`src/rtl/seq_booth_mul_if.sv`:
```
// rtl/seq_booth_mul_if.sv - start/operand/result bundle for the sequential Booth multiplier
interface seq_booth_mul_if #(
    parameter int N = 16
);
    logic             start;
    logic [N-1:0]     a;
    logic [N-1:0]     b;
    logic             busy;
    logic             done;
    logic [2*N-1:0]   product;

    // Requester side: issues operands, observes status and result
    modport master (
        output start, a, b,
        input  busy, done, product
    );

    // Multiplier side
    modport slave (
        input  start, a, b,
        output busy, done, product
    );
endinterface

```
`src/rtl/seq_booth_mul.sv`:
```
// rtl/seq_booth_mul.sv - radix-2 Booth multiplier, one step per clock, registered product
module seq_booth_mul #(
    parameter int N = 16
) (
    input  logic           clk,
    input  logic           rst_n,
    seq_booth_mul_if.slave bus
);
    localparam int CW = $clog2(N + 1);

    typedef enum logic [1:0] {
        IDLE = 2'd0,
        CALC = 2'd1,
        FIN  = 2'd2
    } state_t;

    state_t          state;
    logic [N:0]      acc;
    logic [N:0]      m;
    logic [N-1:0]    q;
    logic            q_m1;
    logic [CW-1:0]   cnt;
    logic            busy_r;
    logic            done_r;
    logic [2*N-1:0]  prod_r;

    logic [N:0]      sum;
    logic [N:0]      acc_n;
    logic [N-1:0]    q_n;

    // One Booth step: add/subtract multiplicand per {q[0], q_m1}, then arithmetic shift right.
    // acc carries an extra bit so acc - m cannot wrap when a is the most negative value.
    always_comb begin
        sum = acc;
        case ({q[0], q_m1})
            2'b01:   sum = acc + m;
            2'b10:   sum = acc - m;
            default: sum = acc;
        endcase
        acc_n = {sum[N], sum[N:1]};
        q_n   = {sum[0], q[N-1:1]};
    end

    // Control FSM with datapath registers and registered status/result outputs
    always_ff @(posedge clk or negedge rst_n) begin
        if (!rst_n) begin
            state  <= IDLE;
            acc    <= '0;
            m      <= '0;
            q      <= '0;
            q_m1   <= 1'b0;
            cnt    <= '0;
            busy_r <= 1'b0;
            done_r <= 1'b0;
            prod_r <= '0;
        end else begin
            case (state)
                IDLE, FIN: begin
                    done_r <= 1'b0;
                    if (bus.start) begin
                        acc    <= '0;
                        q      <= bus.b;
                        q_m1   <= 1'b0;
                        m      <= {bus.a[N-1], bus.a};
                        cnt    <= '0;
                        busy_r <= 1'b1;
                        state  <= CALC;
                    end else begin
                        busy_r <= 1'b0;
                        state  <= IDLE;
                    end
                end
                CALC: begin
                    acc  <= acc_n;
                    q    <= q_n;
                    q_m1 <= q[0];
                    cnt  <= cnt + 1'b1;
                    if (cnt == CW'(N - 1)) begin
                        prod_r <= {acc_n[N-1:0], q_n};
                        busy_r <= 1'b0;
                        done_r <= 1'b1;
                        state  <= FIN;
                    end
                end
                default: begin
                    busy_r <= 1'b0;
                    done_r <= 1'b0;
                    state  <= IDLE;
                end
            endcase
        end
    end

    assign bus.busy    = busy_r;
    assign bus.done    = done_r;
    assign bus.product = prod_r;
endmodule

```
`src/flat_wrapper.sv`:
```
// flat-port wrapper written by rule: the top's interface ports become plain ports
module seq_booth_mul_flat 
#(
    parameter int N = 16
)
  (clk, rst_n, bus_start, bus_a, bus_b, bus_busy, bus_done, bus_product);
  seq_booth_mul_if #(.N(N)) bus_i ();
  input  logic clk;
  input  logic rst_n;
  input wire logic [$bits(bus_i.start)-1:0] bus_start;
  input wire logic [$bits(bus_i.a)-1:0] bus_a;
  input wire logic [$bits(bus_i.b)-1:0] bus_b;
  output wire logic [$bits(bus_i.busy)-1:0] bus_busy;
  output wire logic [$bits(bus_i.done)-1:0] bus_done;
  output wire logic [$bits(bus_i.product)-1:0] bus_product;
  assign bus_i.start = bus_start;
  assign bus_i.a = bus_a;
  assign bus_i.b = bus_b;
  assign bus_busy = bus_i.busy;
  assign bus_done = bus_i.done;
  assign bus_product = bus_i.product;
  seq_booth_mul #(.N(N)) u_core (.clk(clk), .rst_n(rst_n), .bus(bus_i));
endmodule
```
`config.mk`:
```
export PLATFORM = sky130hd
export DESIGN_NAME = seq_booth_mul_flat
export DESIGN_NICKNAME = d
export VERILOG_FILES = /design/src/rtl/seq_booth_mul_if.sv /design/src/rtl/seq_booth_mul.sv /design/src/flat_wrapper.sv
export SDC_FILE = /design/constraint.sdc
export NUM_CORES = 1
export LEC_CHECK = 0
export CAP_MARGIN = 20
export CELL_PAD_IN_SITES_DETAIL_PLACEMENT = 0
export CELL_PAD_IN_SITES_GLOBAL_PLACEMENT = 2
export CORE_MARGIN = 2
export CORE_UTILIZATION = 36
export DETAILED_ROUTE_END_ITERATION = 10
export PLACE_DENSITY_LB_ADDON = 0.1
export SLEW_MARGIN = 5
export SYNTH_ARGS = -nofsm -noshare
export SYNTH_HDL_FRONTEND = slang
export SYNTH_SLANG_ARGS = --single-unit
```
`constraint.sdc`:
```
create_clock -name clk -period 10.2 [get_ports clk]
set_input_delay 2.04 -clock clk [delete_from_list [all_inputs] [get_ports clk]]
set_output_delay 2.04 -clock clk [all_outputs]
set_load 0.02 [all_outputs]
```
; ---- Word level (Yosys, flattened, before mapping)
; Cells that the tools add are included.
[classes]
add_sub_neg = 3
multipliers = 0
div_mod_pow = 0
n_lt_le_gt_ge = 0
eq_ne = 7
shifts = 0
mux = 17
bitwise = 0
n_reduce_logical = 6
[op_table]
columns = op, n
row1 = $pmux 17 s2, 2
row2 = $pmux 16 s2, 1
row3 = $add 17x17->17, 1
row4 = $mux 17, 1
row5 = $sub 17x17->17, 1
row6 = $mux 16, 1
row7 = $pmux 5 s2, 1
row8 = $mux 1, 6
row9 = $reduce_and 2->1, 3
row10 = $add 5x1->5 const B, 1
row11 = $eq 5x4->1 const B, 1
row12 = $mux 5, 1
row13 = $eq 2x1->1 const B, 2
row14 = $eq 2x2->1 const B, 2
row15 = $pmux 1 s2, 2
row16 = $pmux 2 s2, 1
row17 = $logic_not 2->1, 1
row18 = $mux 2, 1
row19 = $ne 2x1->1 const B, 1
row20 = $ne 2x2->1 const B, 1
row21 = $reduce_bool 2->1, 1
row22 = $reduce_or 2->1, 1
[word_totals]
register_bits = 91
latch_bits = 0
mem_bits_rw = 0
mem_bits_ro = 0
inputBits = 35
output_inout_bits = 34
elab_cells = 42
mem_count = 0

; ---- Longest topological paths before layout
[depth]
word_depth = 4
ltp_mapped = 14
mapped_depth_nobuf = 13

; ---- Worst setup path after synthesis
; Ideal clock, no wire load.
[synth_path]
path_kind = flip-flop to flip-flop
start = register u_core.m[5]
end = register u_core.prod_r[31], in the netlist u_core.bus.product[31]
setup_ps = 69
arrival_time_ps = 3339
required_ps = 10131
path_slack_ps = 6793
path_stages_with_launch = 13
path_buffers = 0
period_less_slack_ps = 3407
cell_sequence = dfrtp_1 or4_4 nor4b_4 and2_2 a21oi_1 xnor2_1 ha_1 a2111oi_0 and4_1 nor2_2 mux2i_1 or3_1 nand3_1
[synth_between]
elab_chain_len = 2
elab_cells_between_ends = 3
cone_classes = 2 x add/sub / 1 x mux
[synth_rtl]
columns = element, line_no
row1 = "start, declared", seq_booth_mul.sv:19  ; logic [N:0] m;
row2 = "start signal, assigned", seq_booth_mul.sv:64  ; m <= {bus.a[N-1], bus.a};
row3 = $sub 17x17->17 / $add 17x17->17 (equally long branches), "seq_booth_mul.sv:37, seq_booth_mul.sv:36"
row4 = $pmux 17 s2 (*), seq_booth_mul.sv:35  ; case ({q[0], q_m1})
row5 = "end signal, assigned", seq_booth_mul.sv:79  ; prod_r <= {acc_n[N-1:0], q_n};
row6 = "end, declared", seq_booth_mul.sv:25  ; logic [2*N-1:0] prod_r;
; Mark *: on every way between the ends. The rest lies on a longest branch, timed or not.
; A chain may end at the register's enable or synchronous reset.

; ---- Worst setup path in the final report
; Ends and elaborated chain as after synthesis.

==> impl_metrics.json <==
{
  "hp-class": "reg -> reg",
  "finalCritPeriodShare_pct": 36.8,
  "wl_per_cell_um": 15.3,
  "root_buffer": "clkbuf_16",
  "startpoint_type": "register",
  "yosys.area_share.adder_pct": 5.75,
  "grt_pass1_vias": 3607,
  "clock-sinks": 88,
  "vias": 3822,
  "final_cell_mix": "nand2_1, dfrtp_1, clkdlybuf4s50_1",
  "synth_compound_area_share_pct": 16.4,
  "cap_violations": 0,
  "gp_congestion": 0.783,
  "syn_nets": 586,
  "r2r_end": "u_core.bus.product[31]",
  "first_pass_iters": 5,
  "multi_input_area_sq_um": 2350,
  "yosysWarnings": 0,
  "ys_seq_elements": 88,
  "r2r_cells": 12,
  "synth_top_family_by_area": "simple AND/OR/NAND/NOR gates",
  "crit_arrival_ps": 4030,
  "dr_wl_met3_um": 533,
  "cts.repair.resized": 0,
  "cts_tree": "built",
  "syn_inst": 530,
  "antenna_found_initial": 0,
  "grt_pass1_wl_um": 19100,
  "area_growth_pct": 24.0,
  "seq_area_frac_synth_pct": 46.9,
  "whs_path_depth": 2,
  "ctsHoldBuffers": 0,
  "finalHoldViolCount": 0,
  "syn_area_sq_um": 4700,
  "synth_edf_count": 0,
  "cts_buffer_depth": 2,
  "slew_viol_final": 0,
  "status": "finished clean",
  "numCtsBuffers": 9,
  "layout.area.seq_sq_um": 2200,
  "r2r-start": "u_core.m[5]",
  "rows": 41,
  "die_width_um": 118,
  "top_layer_used": "met4",
  "via_per_inst": 5.02,
  "rsz0062_at_grt": "false",
  "fin_setup_tns_ps": 0,
  "max-slew-margin-rel_pct": 31.1,
  "grt.overflow.total": 0,
  "endpoint_kind": "register",
  "hold_start": "u_core.bus.product[20]",
  "drive_gt1_share_pct": 6.27,
  "synth_area_per_cell_sq_um": 8.86,
  "m1WireLength_um": 6050,
  "die_h_um": 118,
  "grt_use_total_pct": 17.2,
  "worstHoldEndpoint": "u_core.bus.product[20]",
  "drc": 0,
  "reg2reg_slack_ps": 6450,
  "path_clk_slew_ps": 60,
  "finalSetupViolations": 0,
  "numPortBuffers": 68,
  "synth-xor-area-share_pct": 4.47,
  "yosys.area_share.simple_pct": 21.3,
  "skew_ps": 8.59,
  "core_sq_um": 12700,
  "post-dp-hpwl_um": 8130,
  "ant_nets": 0,
  "synth_async_sr_flop_share_pct": 100,
  "cp_data_required_time_ps": 10480,
  "muxShareOfSynthArea_pct": 2.00,
  "finalWirelength_um": 11600,
  "criticalPathCategory": "reg -> reg",
  "ys.flop_type": "dfrtp_1",
  "worstPathMaxFanout": 5,
  "tightest_slew_ps": 1030,
  "clock.fmax_mhz": 266,
  "synth_cell_type_count": 55,
  "pin_count": 69,
  "die_area_sq_um": 14000,
  "nets": 641,
  "cts_setup_buffers": 0,
  "initial_core_util_pct": 37.1,
  "clk_latency_ps": 340,
  "final_common_cell": "nand2_1",
  "grt_max_degree": 59,
  "n_antenna_cell": 0,
  "fin_crit_ps": 3750,
  "drt_iter0_drc": 217,
  "routed-wl-met2_um": 4960,
  "fillers": 1276,
  "h-tree-depth": 3
}
worst max path at each step:
stage                 from                endpoint  slack, ps
2_1_floorplan  u_core.m[5]  u_core.bus.product[31]       6790
3_3_place_gp     bus_start          u_core.acc[12]       6560
3_5_place_dp   u_core.m[5]  u_core.bus.product[31]       6460
4_1_cts        u_core.m[5]  u_core.bus.product[31]       6450
5_1_grt        u_core.m[5]          u_core.acc[15]       6240
6_report       u_core.m[5]  u_core.bus.product[31]       6450
critical path: stages (launching register included):
cell       delay [ps]
dfrtp_1           410
or4_4             570
nor4b_4           390
and2_2            230
a21oi_1            80
xnor2_1           230
ha_1              310
a2111oi_0         520
and4_1            300
nor2_2             70
mux2i_1           160
or3_1             340
nand3_1            90
area by class of cell:
| cell class | instances | share of cell area, % |
|---|---|---|
| clock buffers | 11 | 4.17 |
| clock inverters | 5 | 0.966 |
| inverters | 11 | 0.709 |
| multi-input cells | 402 | 40.4 |
| flip-flops and latches | 88 | 37.8 |
| well taps | 172 | 3.69 |
| repair buffers | 73 | 12.3 |
sequential cells by signal, indices dropped and copies added, names as in the netlist:
register            cells
u_core.q_m1             1
u_core.bus.product     32
u_core.state            1
u_core.bus.done         1
u_core.m               16
u_core.q               16
u_core.cnt              5
u_core.acc             16
per-layer routing:
metal  vias up  track usage, %
li1       1946               -
met3         7            3.62
met1      1791            25.9
met4         0            5.95
met2        78            24.1
met5         -               0
Yosys cell counts (all sizes together) (5+ instances only):
cell type  number  area share, %
nand3           8           0.85
xor2            8            1.5
o21ai          45            4.8
nand2         152             12
o31ai           7            1.1
nand2b          6           0.80
dfrtp          88             47
nand4           5           0.67
ha             20            5.3
inv            11           0.88
xnor2          16            3.0
a31oi          10            1.5
nor3            8           0.96
mux2i           6            1.3
clkbuf         27            2.2
a21oi          16            1.7
a22oi          17            2.7
nor2           24            2.0
logic make-up after synthesis:
logic type	Yosys count
simple gates	227
compound gates	121
flops	88
buf+inv	40
xor+xnor	24
fa+ha+maj	21
mux	9
through the flow:
stage	hold WS, ps	cell area, sq um	utilization (%)	instances	setup WS (ps)
global placement	459	5530	43.6	746	6560
finish	473	5830	46.0	762	6450
floorplan	449	4700	-	530	6790
detailed placement	462	5530	43.6	746	6460
global route	503	5830	46.0	762	6240
CTS	480	5830	46.0	762	6450
Power is not shown: default switching activity piles up to over one toggle a cycle in this logic, so the estimate is an artifact.
